$ cat config.mk
export PLATFORM = sky130hd
export DESIGN_NAME = branch_unit
export DESIGN_NICKNAME = d
export VERILOG_FILES = /design/src/rtl/spu_pkg.sv /design/src/rtl/branch_resolve.sv /design/src/rtl/branch_unit.sv
export SDC_FILE = /design/constraint.sdc
export NUM_CORES = 1
export LEC_CHECK = 0
export CAP_MARGIN = 20
export CORE_AREA = 2 2 231 233
export CTS_CLUSTER_SIZE = 28
export DETAILED_ROUTE_END_ITERATION = 10
export DIE_AREA = 0 0 233 235
export PLACE_DENSITY_LB_ADDON = 0.08
export REMOVE_ABC_BUFFERS = 1
export SKIP_CTS_REPAIR_TIMING = 1
export SKIP_LAST_GASP = 1
export SLEW_MARGIN = 15
export SYNTH_ARGS = -nofsm -noshare
export SYNTH_HDL_FRONTEND = slang
export SYNTH_SLANG_ARGS = --single-unit
$ cat constraint.sdc
create_clock -name clk -period 2.4 [get_ports clk]
set_input_delay 0.24 -clock clk [delete_from_list [all_inputs] [get_ports clk]]
set_output_delay 0.24 -clock clk [all_outputs]
set_load 0.05 [all_outputs]
$ cat src/rtl/spu_pkg.sv
`default_nettype none
// ============================================================================
// Module      : spu_pkg
// Description : Shared opcodes, format codes and pipe-stage record for the
//               SPU odd-pipe branch unit.
// Revision    : 1.0
// ============================================================================
package spu_pkg;

    localparam logic [2:0] FMT_RR   = 3'd0;
    localparam logic [2:0] FMT_RI16 = 3'd5;

    // RI16 opcodes occupy op[2:10]
    localparam logic [8:0] OP_BR    = 9'b001100100;
    localparam logic [8:0] OP_BRA   = 9'b001100000;
    localparam logic [8:0] OP_BRSL  = 9'b001100110;
    localparam logic [8:0] OP_BRASL = 9'b001100010;
    localparam logic [8:0] OP_BRZ   = 9'b001000000;
    localparam logic [8:0] OP_BRNZ  = 9'b001000010;
    localparam logic [8:0] OP_BRHZ  = 9'b001000100;
    localparam logic [8:0] OP_BRHNZ = 9'b001000110;

    localparam logic [10:0] OP_BI    = 11'b00110101000;
    localparam logic [10:0] OP_BISL  = 11'b00110101001;
    localparam logic [10:0] OP_BIZ   = 11'b00100101000;
    localparam logic [10:0] OP_BINZ  = 11'b00100101001;
    localparam logic [10:0] OP_BIHZ  = 11'b00100101010;
    localparam logic [10:0] OP_BIHNZ = 11'b00100101011;

    // pc is held at the widest supported PC_WIDTH and truncated at the output
    typedef struct packed {
        logic         valid;
        logic [0:127] rt;
        logic [0:6]   rt_addr;
        logic         reg_write;
        logic [31:0]  pc;
        logic         taken;
    } br_stage_t;

    localparam br_stage_t BR_BUBBLE = '0;

endpackage
`default_nettype wire

$ cat src/rtl/branch_resolve.sv
`default_nettype none
// ============================================================================
// Module      : branch_resolve
// Description : Combinational decode, condition and target resolution for
//               RR and RI16 branches; non-taken forms collapse to a bubble.
// Revision    : 1.0
// ============================================================================
module branch_resolve
    import spu_pkg::*;
#(
    parameter int PC_WIDTH = 8
) (
    input  logic [0:10]         op,
    input  logic [2:0]          format,
    input  logic [0:6]          rt_addr,
    input  logic [0:127]        ra,
    input  logic [0:127]        rb,
    input  logic [0:127]        rt_val,
    input  logic [0:17]         imm,
    input  logic                reg_write,
    input  logic [PC_WIDTH-1:0] pc_in,
    output br_stage_t           result
);

    logic [31:0]         w_imm_sext;
    logic [31:0]         w_imm_zext;
    logic [31:0]         w_ra_word;
    logic [PC_WIDTH-1:0] w_rel_target;
    logic [PC_WIDTH-1:0] w_abs_target;
    logic [PC_WIDTH-1:0] w_ind_target;
    logic [PC_WIDTH-1:0] w_link_pc;
    logic [PC_WIDTH-1:0] w_target;
    logic                w_word_zero;
    logic                w_half_zero;
    logic                w_take;
    logic                w_link;
    logic                w_unused;

    assign w_imm_sext   = {{16{imm[2]}}, imm[2:17]};
    assign w_imm_zext   = {16'h0000, imm[2:17]};
    assign w_ra_word    = ra[0:31];
    assign w_rel_target = pc_in + w_imm_sext[PC_WIDTH-1:0];
    assign w_abs_target = w_imm_zext[PC_WIDTH-1:0];
    assign w_ind_target = w_ra_word[PC_WIDTH-1:0];
    assign w_link_pc    = pc_in + PC_WIDTH'(1);
    assign w_word_zero  = (rt_val[0:31] == 32'h0);
    assign w_half_zero  = (rt_val[16:31] == 16'h0);

    assign w_unused = ^{rb, ra[32:127], rt_val[32:127], imm[0:1],
                        w_imm_sext, w_imm_zext, w_ra_word};

    always_comb begin
        w_take   = 1'b0;
        w_link   = 1'b0;
        w_target = '0;
        if (format == FMT_RI16) begin
            unique case (op[2:10])
                OP_BR:    begin w_take = 1'b1;         w_target = w_rel_target; end
                OP_BRA:   begin w_take = 1'b1;         w_target = w_abs_target; end
                OP_BRSL:  begin w_take = 1'b1;         w_target = w_rel_target; w_link = 1'b1; end
                OP_BRASL: begin w_take = 1'b1;         w_target = w_abs_target; w_link = 1'b1; end
                OP_BRZ:   begin w_take = w_word_zero;  w_target = w_rel_target; end
                OP_BRNZ:  begin w_take = !w_word_zero; w_target = w_rel_target; end
                OP_BRHZ:  begin w_take = w_half_zero;  w_target = w_rel_target; end
                OP_BRHNZ: begin w_take = !w_half_zero; w_target = w_rel_target; end
                default:  ;
            endcase
        end else if (format == FMT_RR) begin
            unique case (op)
                OP_BI:    begin w_take = 1'b1;         w_target = w_ind_target; end
                OP_BISL:  begin w_take = 1'b1;         w_target = w_ind_target; w_link = 1'b1; end
                OP_BIZ:   begin w_take = w_word_zero;  w_target = w_ind_target; end
                OP_BINZ:  begin w_take = !w_word_zero; w_target = w_ind_target; end
                OP_BIHZ:  begin w_take = w_half_zero;  w_target = w_ind_target; end
                OP_BIHNZ: begin w_take = !w_half_zero; w_target = w_ind_target; end
                default:  ;
            endcase
        end

        result = BR_BUBBLE;
        if (w_take) begin
            result.valid = 1'b1;
            result.taken = 1'b1;
            result.pc    = 32'(w_target);
            if (w_link) begin
                result.rt[0:31]  = 32'(w_link_pc);
                result.rt_addr   = rt_addr;
                result.reg_write = reg_write;
            end
        end
    end

endmodule
`default_nettype wire

$ cat src/rtl/branch_unit.sv
`default_nettype none
// ============================================================================
// Module      : branch_unit
// Description : SPU odd-pipe branch unit: resolve stage, LATENCY-deep result
//               pipe with flush, and saturating taken-branch counter.
// Revision    : 1.0
// ============================================================================
module branch_unit
    import spu_pkg::*;
#(
    parameter int PC_WIDTH  = 8,
    parameter int LATENCY   = 4,
    parameter int CNT_WIDTH = 16
) (
    input  logic                 clk,
    input  logic                 reset,
    input  logic [0:10]          op,
    input  logic [2:0]           format,
    input  logic [0:6]           rt_addr,
    input  logic [0:127]         ra,
    input  logic [0:127]         rb,
    input  logic [0:127]         rt_val,
    input  logic [0:17]          imm,
    input  logic                 reg_write,
    input  logic [PC_WIDTH-1:0]  pc_in,
    input  logic                 flush,
    output logic [0:127]         rt_wb,
    output logic [0:6]           rt_addr_wb,
    output logic                 reg_write_wb,
    output logic [PC_WIDTH-1:0]  pc_wb,
    output logic                 branch_taken,
    output logic [CNT_WIDTH-1:0] taken_count
);

    br_stage_t            w_resolved;
    br_stage_t            w_load;
    br_stage_t            w_last;
    br_stage_t            r_stage [LATENCY];
    logic [CNT_WIDTH-1:0] r_count;
    logic                 w_unused;

    branch_resolve #(
        .PC_WIDTH (PC_WIDTH)
    ) u_resolve (
        .op        (op),
        .format    (format),
        .rt_addr   (rt_addr),
        .ra        (ra),
        .rb        (rb),
        .rt_val    (rt_val),
        .imm       (imm),
        .reg_write (reg_write),
        .pc_in     (pc_in),
        .result    (w_resolved)
    );

    // w_load is what the output stage captures on the next edge; the counter
    // tracks it so the count moves together with the visible branch.
    generate
        if (LATENCY == 1) begin : g_lat_one
            assign w_load = flush ? BR_BUBBLE : w_resolved;
        end else begin : g_lat_multi
            assign w_load = flush ? BR_BUBBLE : r_stage[LATENCY-2];
        end
    endgenerate

    always_ff @(posedge clk) begin
        if (reset || flush) begin
            for (int i = 0; i < LATENCY; i++) begin
                r_stage[i] <= BR_BUBBLE;
            end
        end else begin
            r_stage[0] <= w_resolved;
            for (int i = 1; i < LATENCY; i++) begin
                r_stage[i] <= r_stage[i-1];
            end
        end
    end

    always_ff @(posedge clk) begin
        if (reset) begin
            r_count <= '0;
        end else if (w_load.taken && (r_count != {CNT_WIDTH{1'b1}})) begin
            r_count <= r_count + CNT_WIDTH'(1);
        end
    end

    assign w_last       = r_stage[LATENCY-1];
    assign rt_wb        = w_last.rt;
    assign rt_addr_wb   = w_last.rt_addr;
    assign reg_write_wb = w_last.reg_write;
    assign pc_wb        = w_last.pc[PC_WIDTH-1:0];
    assign branch_taken = w_last.valid & w_last.taken;
    assign taken_count  = r_count;

    assign w_unused = ^w_last.pc;

endmodule
`default_nettype wire

==> results of run 1 <==
## stage by stage
step | utilization (%) | power [W] | instances | worst slack, ns
floorplan | - | 0.00249 | 521 | 0.115
finish | 14.7 | 0.00510 | 1397 | 0.234
detailed placement | 13.7 | 0.00274 | 1367 | -0.231
CTS | 14.7 | 0.00527 | 1397 | 0.240
global placement | 13.7 | 0.00275 | 1367 | -0.255
global route | 14.7 | 0.00536 | 1397 | 0.0658
## cell usage after synthesis (6+ instances only)
cell type  number
buf_4         120
dfxtp_1       116
and2_1         77
nor2_1         21
xor2_1         17
clkbuf_1       16
nor4_2         15
nor3_1         12
inv_1          11
nand2_1        11
a21oi_1        10
ha_1            9
nand3_1         9
nand4_1         9
nor4_1          9
and3_1          6
o21ai_0         6
xnor2_1         6
## kinds of logic after synthesis
logic type,Yosys count,share of synthesized area (%)
adders and majority gates,10,2.50
buffers and inverters,151,19.5
AOI/OAI and AO/OA,39,5.48
xor gates and xnor gates,23,3.80
DFF,116,43.8
and+or+nand+nor,197,23.8
other,1,0.0708
muxes,5,0.968
## registers in the layout (all words and copies together) (netlist names)
signal       count
r_stage        100
taken_count     16
## worst max path at each step
stage,end,slack (ns),cells after the start
floorplan,r_stage[0][139],0.12,5
CTS,r_stage[0][7],0.24,9
finish,r_stage[0][7],0.23,9
global route,r_stage[0][7],0.07,9
detailed placement,r_stage[0][7],-0.23,9
global placement,r_stage[0][7],-0.26,9
## layout by cell type (no fill, tap or decap), types with 5 or more instances in the layout
| cell type | instances |
|---|---|
| a21oi_1 | 10 |
| and2_1 | 77 |
| and3_1 | 6 |
| buf_4 | 35 |
| clkbuf_16 | 17 |
| clkdlybuf4s50_1 | 121 |
| clkinv_2 | 6 |
| conb_1 | 120 |
| dfxtp_1 | 116 |
| ha_1 | 9 |
| inv_1 | 11 |
| nand2_1 | 11 |
| nand2b_1 | 5 |
| nand3_1 | 9 |
| nand4_1 | 9 |
| nor2_1 | 20 |
| nor2b_1 | 5 |
| nor3_1 | 12 |
| nor4_1 | 9 |
| nor4_2 | 15 |
| o21ai_0 | 6 |
| xnor2_1 | 6 |
| xor2_1 | 17 |
## metal layers
metal  track usage [%]  up-vias  share of wire, %
met5                 0        -             0.087
met4              2.84        2               2.2
met3              2.18       18               8.5
met2              8.15      199                42
met1              7.35     1717                48
li1                  -     1883                 -
## worst min-delay path, stage by stage
cell             delay (ns)
clkdlybuf4s50_1        0.40
inv_1                  0.07
nor4_2                 0.04
## area by class of cell
| type | count | area (µm²) | share of cell area [%] |
|---|---|---|---|
| clock buffer | 20 | 467 | 6.06 |
| clock inverter | 10 | 83.8 | 1.09 |
| inverter | 11 | 41.3 | 0.536 |
| multi-input combinational | 394 | 2410 | 31.3 |
| sequential | 116 | 2320 | 30.2 |
| tap | 688 | 861 | 11.2 |
| timing repair buffer | 158 | 1510 | 19.7 |
## power breakdown
part / internal, W / total, W / switching, W
combinational: 0.000203 / 0.000769 / 0.000566
clock: 0.00148 / 0.00240 / 0.000923
sequential: 0.00193 / 0.00193 / 0.00000000264
==> results by stage, run 1 <==
Floorplanning:
- The die is 233 µm wide.
- The floorplan die area is 54800 µm².
- Once the floorplan was initialized, standard cells occupied 10.1% of the core.
- The initialized floorplan defines 84 standard-cell rows.
- The die span in y is 235 µm.
- The placeable core area is 52200 µm².
- The I/O pin count is 596.

Worst hold path:
- The end point of the worst hold path is r_stage[0][36].
- The hold path startpoint is rt_addr[4].
- The worst hold path was traced through 3 stages.
- The path class of the lowest-slack min-delay path is input port to flop.

Critical path:
- The startpoint of the worst-slack reg-to-reg timing path is taken_count[6].
- The signal on the critical path passes through clkdlybuf4s50_1 -> ha_1 -> fa_1 -> a21o_1 -> a21oi_1 -> nand2b_1 -> nor4b_1 -> o41ai_1 -> a211oi_2.
- The data arrival time of the critical path is 2.47 ns.
- STA classifies the critical path startpoint as an input port.
- The critical path is of the input port to flop type.
- The worst register-to-register path has a setup slack of 0.47 ns.
- The worst path required time is 2.70 ns.
- The critical-path maximum fanout is 2.
- Measured in cells, the most critical reg-to-reg path has a length of 6.
- The cell type of the slowest stage on the worst timing path is clkdlybuf4s50_1.
- The number of buffer and inverter stages on the critical path is 1.
- Among cell families on the critical path, the largest total delay comes from compound AO/OA/AOI/OAI gates.
- The endpoint identified for the worst register-to-register timing path is taken_count[1].
- The highest cell delay on the worst timing path is 0.48 ns.
- The critical path capture point type is a flop.
- The most critical setup path has its startpoint at pc_in[0].

Cells and area:
- The cell area after layout is 7700 µm².
- After filler insertion, the fill cell instance count of the layout stands at 5874.
- The final-stage net count is 1143.
- Of the cells placed in the final design, the portion with a size suffix greater than 1 is 13.5%.
- The area overhead of the layout relative to synthesis is 45.3%.
- The number of antenna cells inserted is 0.

Clock network:
- In this run the number of H-tree levels came out at 4.
- The latest clock arrival within the worst-skew pair is 0.43 ns.
- TritonCTS built the clock tree.
- The clock passes through at most 2 buffers.
- After clock tree synthesis, the clock-pin slew on the worst setup and hold paths is 0.06 ns.
- The clock tree root driver cell is clkbuf_16.
- The number of clock buffers added by TritonCTS is 17.
- The tree built by TritonCTS fans out to 116 sinks.

Logic synthesis:
- After synthesis, the largest area contributor takes up 43.8% of total cell area.
- The cell count after synthesis is 542.
- dfxtp_1 takes more of the synthesized area than any other cell.
- The sequential fraction of the synthesis area is 43.8%.
- Counting flops and latches in the post-synthesis netlist gives 116.
- Yosys mapped a number of flops with a built-in enable equal to 0.
- The count of cell types in the netlist is 52.
- A synthesized cell averages 9.77 µm².
- The fraction of synthesis flops using an asynchronous set or reset pin is 0%.
- The mapped cell area is 5300 µm².
- For this run, the number of Yosys warnings is 0.
- The most common flop cell mapped by yosys is dfxtp_1.
- Ranked by total cell area, the synthesized netlist is headed by dfxtp_1 (44%), buf_4 (17%), and2_1 (9.1%).

Timing:
- Measured against its own limit, the worst slew margin works out to 58.1%.
- On the final layout, the worst clock skew is 0.00830 ns.
- For the final routed database, the setup TNS stands at 0 ns.
- Across all hold checks on the routed design, the worst slack comes to 0.366 ns.
- For the pin with the worst max-slew slack, the measured transition is 0.628 ns.
- The share of the cycle needed by the critical path after routing is 90.2%.
- Setup violations remaining at the end of the flow were counted as 0.
- The final count of pins violating max slew came to 0.
- For this run, the top clock speed supported by timing is 462 MHz.
- For the finished layout, the period the worst path requires is 2.17 ns.
- The final hold violation count was 0.
- Setup repair after global routing left no endpoint under its margin.

Placement:
- In this run the tool buffered the top-level ports with 121 buffer cells.
- The detailed placement HPWL is 11400 µm.
- The placed instances occupy a cell area of 7150 µm².
- The placer congestion estimate is 0.662.

Flow run:
- The number of max-capacitance violations reported is 0.

Route:
- The total vias in the final route is 3819.
- Dividing the detail-routed wire length by the instance count gives 10.7 µm.
- The number of remaining DRC errors is 0.
- The number of design-rule violations left by the first detailed-router iteration is 119.
- In the routed layout, each cell is associated on average with a via count of 2.73.
- The number of iterations in the first detailed-routing pass is 4.
- The final layout contains routed wiring with a total length of 15000 µm.
- The count of nets left with antenna violations once routing finished came out at 0.

Power:
- The static leakage power is 2.93 nW.
- For this design the ratio of total power to cell area is 662 nW/µm².
- IR analysis of the VDD net gives a maximum drop of 272 µV.

Global route:
- The total global routing track utilization is 5.68%.
- The first-pass GRT wire length is 22700 µm.
- The largest net degree at the start of global routing is 76.
- The via count of the first global-routing pass is 3778.
- The number of antenna violations at the first check in global routing was 1.
- After global routing the overflow that remains totals 0.

Outcome:
- The run finished with clean final reports.
Power figures use the tool's default switching activity.
==> run 2: changes to the inputs <==
- CTS_CLUSTER_DIAMETER: default -> 80
- GPL_TIMING_DRIVEN: default -> 0
- SKIP_LAST_GASP: 1 -> default
==> results by stage, run 2 (synthesis results as in run 1) <==
Floorplanning:
- The floorplan die area was 54800 µm² (unchanged).
- The I/O pin count is 596 (unchanged).
- The row count is 84 (unchanged).
- The die span in y is 235 µm (unchanged).
- The initial standard-cell utilization of the core is 10.1% (unchanged).
- The horizontal die dimension is 233 µm (unchanged).
- The placeable core area was 52200 µm² (unchanged).

Timing:
- The tightest hold margin was 0.230 ns (-0.135 ns).
- The final number of setup-violating endpoints was 0 (unchanged).
- The worst clock skew on the final layout is 0.00761 ns (-0.000690 ns).
- The final count of pins violating max slew is 0 (unchanged).
- The worst slew margin relative to its limit is 45.5% (-13 points).
- The slew at the pin with the worst max-slew slack is 0.814 ns (+0.186 ns).
- The final hold violation count is 0 (unchanged).
- The share of the cycle needed by the critical path after routing was 93.4% (+3.2 points).
- The post-layout worst setup margin is 0.157 ns (-0.0768 ns).
- The minimum clock period after layout is 2.24 ns (+0.0768 ns).
- Setup repair after global routing left no endpoint under its margin.
- The achievable frequency is 446 MHz (-3.4%).

Critical path:
- The critical-path maximum fanout is 2 (unchanged).
- The type of origin of the critical path is an input port.
- The data arrival time of the critical path was 2.54 ns (+0.07 ns).
- The worst path required time is 2.70 ns (about the same).
- The highest cell delay on the worst timing path is 0.43 ns (-0.05 ns).
- The number of buffer and inverter stages on the critical path was 1 (unchanged).
- The critical path goes through clkdlybuf4s50_1 -> ha_1 -> fa_1 -> a21o_1 -> a21oi_1 -> nand2b_1 -> nor4b_1 -> o41ai_1 -> a211oi_2.
- The internal reg-to-reg setup slack is 0.43 ns (-0.04 ns).
- The worst setup path is of the input port to flop kind.
- The critical path capture point type is a flop.
- The dominant delay contributor by cell family on the critical path is compound AO/OA/AOI/OAI gates.
- The cell type of the slowest stage on the worst timing path is o41ai_1.

Route:
- The total vias in the final route is 3717 (-2.7%).
- The number of remaining DRC errors is 0 (unchanged).
- The number of routed nets with antenna violations is 0 (unchanged).
- The wire length after detailed routing is 14800 µm (-1.1%).
- The routed wirelength normalized by instance count is 10.8 µm (+0.93%).
- The via density per instance was 2.72 (-0.68%).
- The number of iterations in the first detailed-routing pass came to 4 (unchanged).
- The number of design-rule violations left by the first detailed-router iteration is 112 (-5.9%).

Global route:
- The via count of the first global-routing pass came to 3714 (-1.7%).
- The highest-utilization routing layer at the global route stage is met2.
- The met3 usage in global routing is 2.33% (+0.15 points).
- The total global routing track utilization was 5.59% (-0.095 points).
- The number of antenna violations at the first check in global routing is 0 (-1).
- The total congestion overflow after global routing was 0 (unchanged).
- The largest net degree at the start of global routing is 32 (-58%).
- The first-pass GRT wire length is 22400 µm (-1.2%).
- The global routing met1 resource utilization is 7.14% (-0.21 points).
- The met2 usage in global routing is 8.07% (-0.081 points).

Clock network:
- The latest clock arrival within the worst-skew pair is 0.43 ns (about the same).
- CTS placed an instance of clkbuf_16 at the clock tree root.
- The maximum clock insertion buffer count is 2 (unchanged).
- The clock input transition at the sequential cells of the worst setup and hold paths is 0.06 ns (about the same).
- TritonCTS built the clock tree.
- The number of clock buffers inserted by TritonCTS is 17 (unchanged).
- The level count of the clock H-tree is 4 (unchanged).
- The clock sink total came to 116 (unchanged).

Power:
- The proportion of power drawn by flip-flops and latches is 38.0% (+0.2 points).
- The switching power is 0.00155 W (+4.2%).
- The total power per unit cell area came to 671 nW/µm² (+1.3%).
- The internal power contribution is 0.00351 W (-2.7%).
- The proportion of power drawn by combinational gates is 14.8% (-0.3 points).
- The static leakage power was 2.80 nW (-4.3%).
- The worst supply voltage drop on vdd came to 262 µV (-3.6%).
- The clock network power share was 47.2% (about the same).
- The net switching fraction of the power came to 30.6% (+1.4 points).

Cells and area:
- Ranked by flip-flop count, first place goes to r_stage.
- The library cells used most frequently in the layout, excluding fill and tap cells, are conb_1 (120), clkdlybuf4s50_1 (120), dfxtp_1 (116).
- The number of flip-flops in the largest register is 100 (unchanged).
- The final-stage net count is 1113 (-2.6%).
- The number of antenna cells inserted was 0 (unchanged).
- The area overhead of the layout relative to synthesis is 42.5%.
- The proportion of layout cells with a drive suffix above 1 was 10.1% (-3.4 points).
- The number of fill cells in the layout was 5905 (+0.53%).
- The final instance count without filler cells is 1369 (-2.0%).

Placement:
- The cell count after placement is 1336 (-2.3%).
- The worst setup slack before clock tree synthesis is -0.563 ns (-0.333 ns).
- The placer congestion estimate is 0.653 (-1.4%).
- The number of port buffers is 121 (unchanged).
- The detailed placement HPWL was 11300 µm (-1.2%).

Flow run:
- The number of max-capacitance violations reported is 0 (unchanged).

Worst hold path:
- The min-delay analysis places its worst path in the category input port to flop.

Outcome:
- The flow ran to the end, and the final reports show no timing, DRC or antenna violations.
run 2: area by class of cell:
class / instances / area (µm²) / area share, %
Multi-Input combinational cell: 394 / 2430 / 32.1
Clock inverter: 11 / 78.8 / 1.04
Tap cell: 688 / 861 / 11.4
Sequential cell: 116 / 2320 / 30.8
Inverter: 11 / 41.3 / 0.547
Timing Repair Buffer: 128 / 1350 / 17.9
Clock buffer: 21 / 470 / 6.23
run 2: per-layer routing:
metal / vias up / routed length (µm)
li1: 1821 / -
met1: 1677 / 6910
met4: 0 / 263
met5: - / 0
met2: 205 / 6220
met3: 14 / 1450
run 2: worst paths after layout:
check	to	start	cells after the start
max	r_stage[0][7]	imm[17]	9
min	r_stage[0][137]	pc_in[0]	2
max reg2reg	taken_count[13]	taken_count[5]	6
min reg2reg	r_stage[3][35]	r_stage[2][35]	1
run 2: power groups by stage:
stage / clock network (W) / logic (W) / registers (W)
global route: 0.00263 / 0.000794 / 0.00192
floorplan: 0 / 0.000524 / 0.00197
global placement: 0 / 0.000735 / 0.00197
CTS: 0.00254 / 0.000753 / 0.00192
detailed placement: 0 / 0.000752 / 0.00197
finish: 0.00239 / 0.000749 / 0.00193
run 2: stage by stage:
step	area, µm²	setup TNS, ns	power [W]	util [%]
floorplan	4750	0	0.00249	-
global placement	6820	-275.16	0.00270	13.1
detailed placement	6980	-10.56	0.00272	13.4
CTS	7530	-0.146	0.00521	14.4
global route	7550	0	0.00534	14.5
finish	7550	0	0.00506	14.5
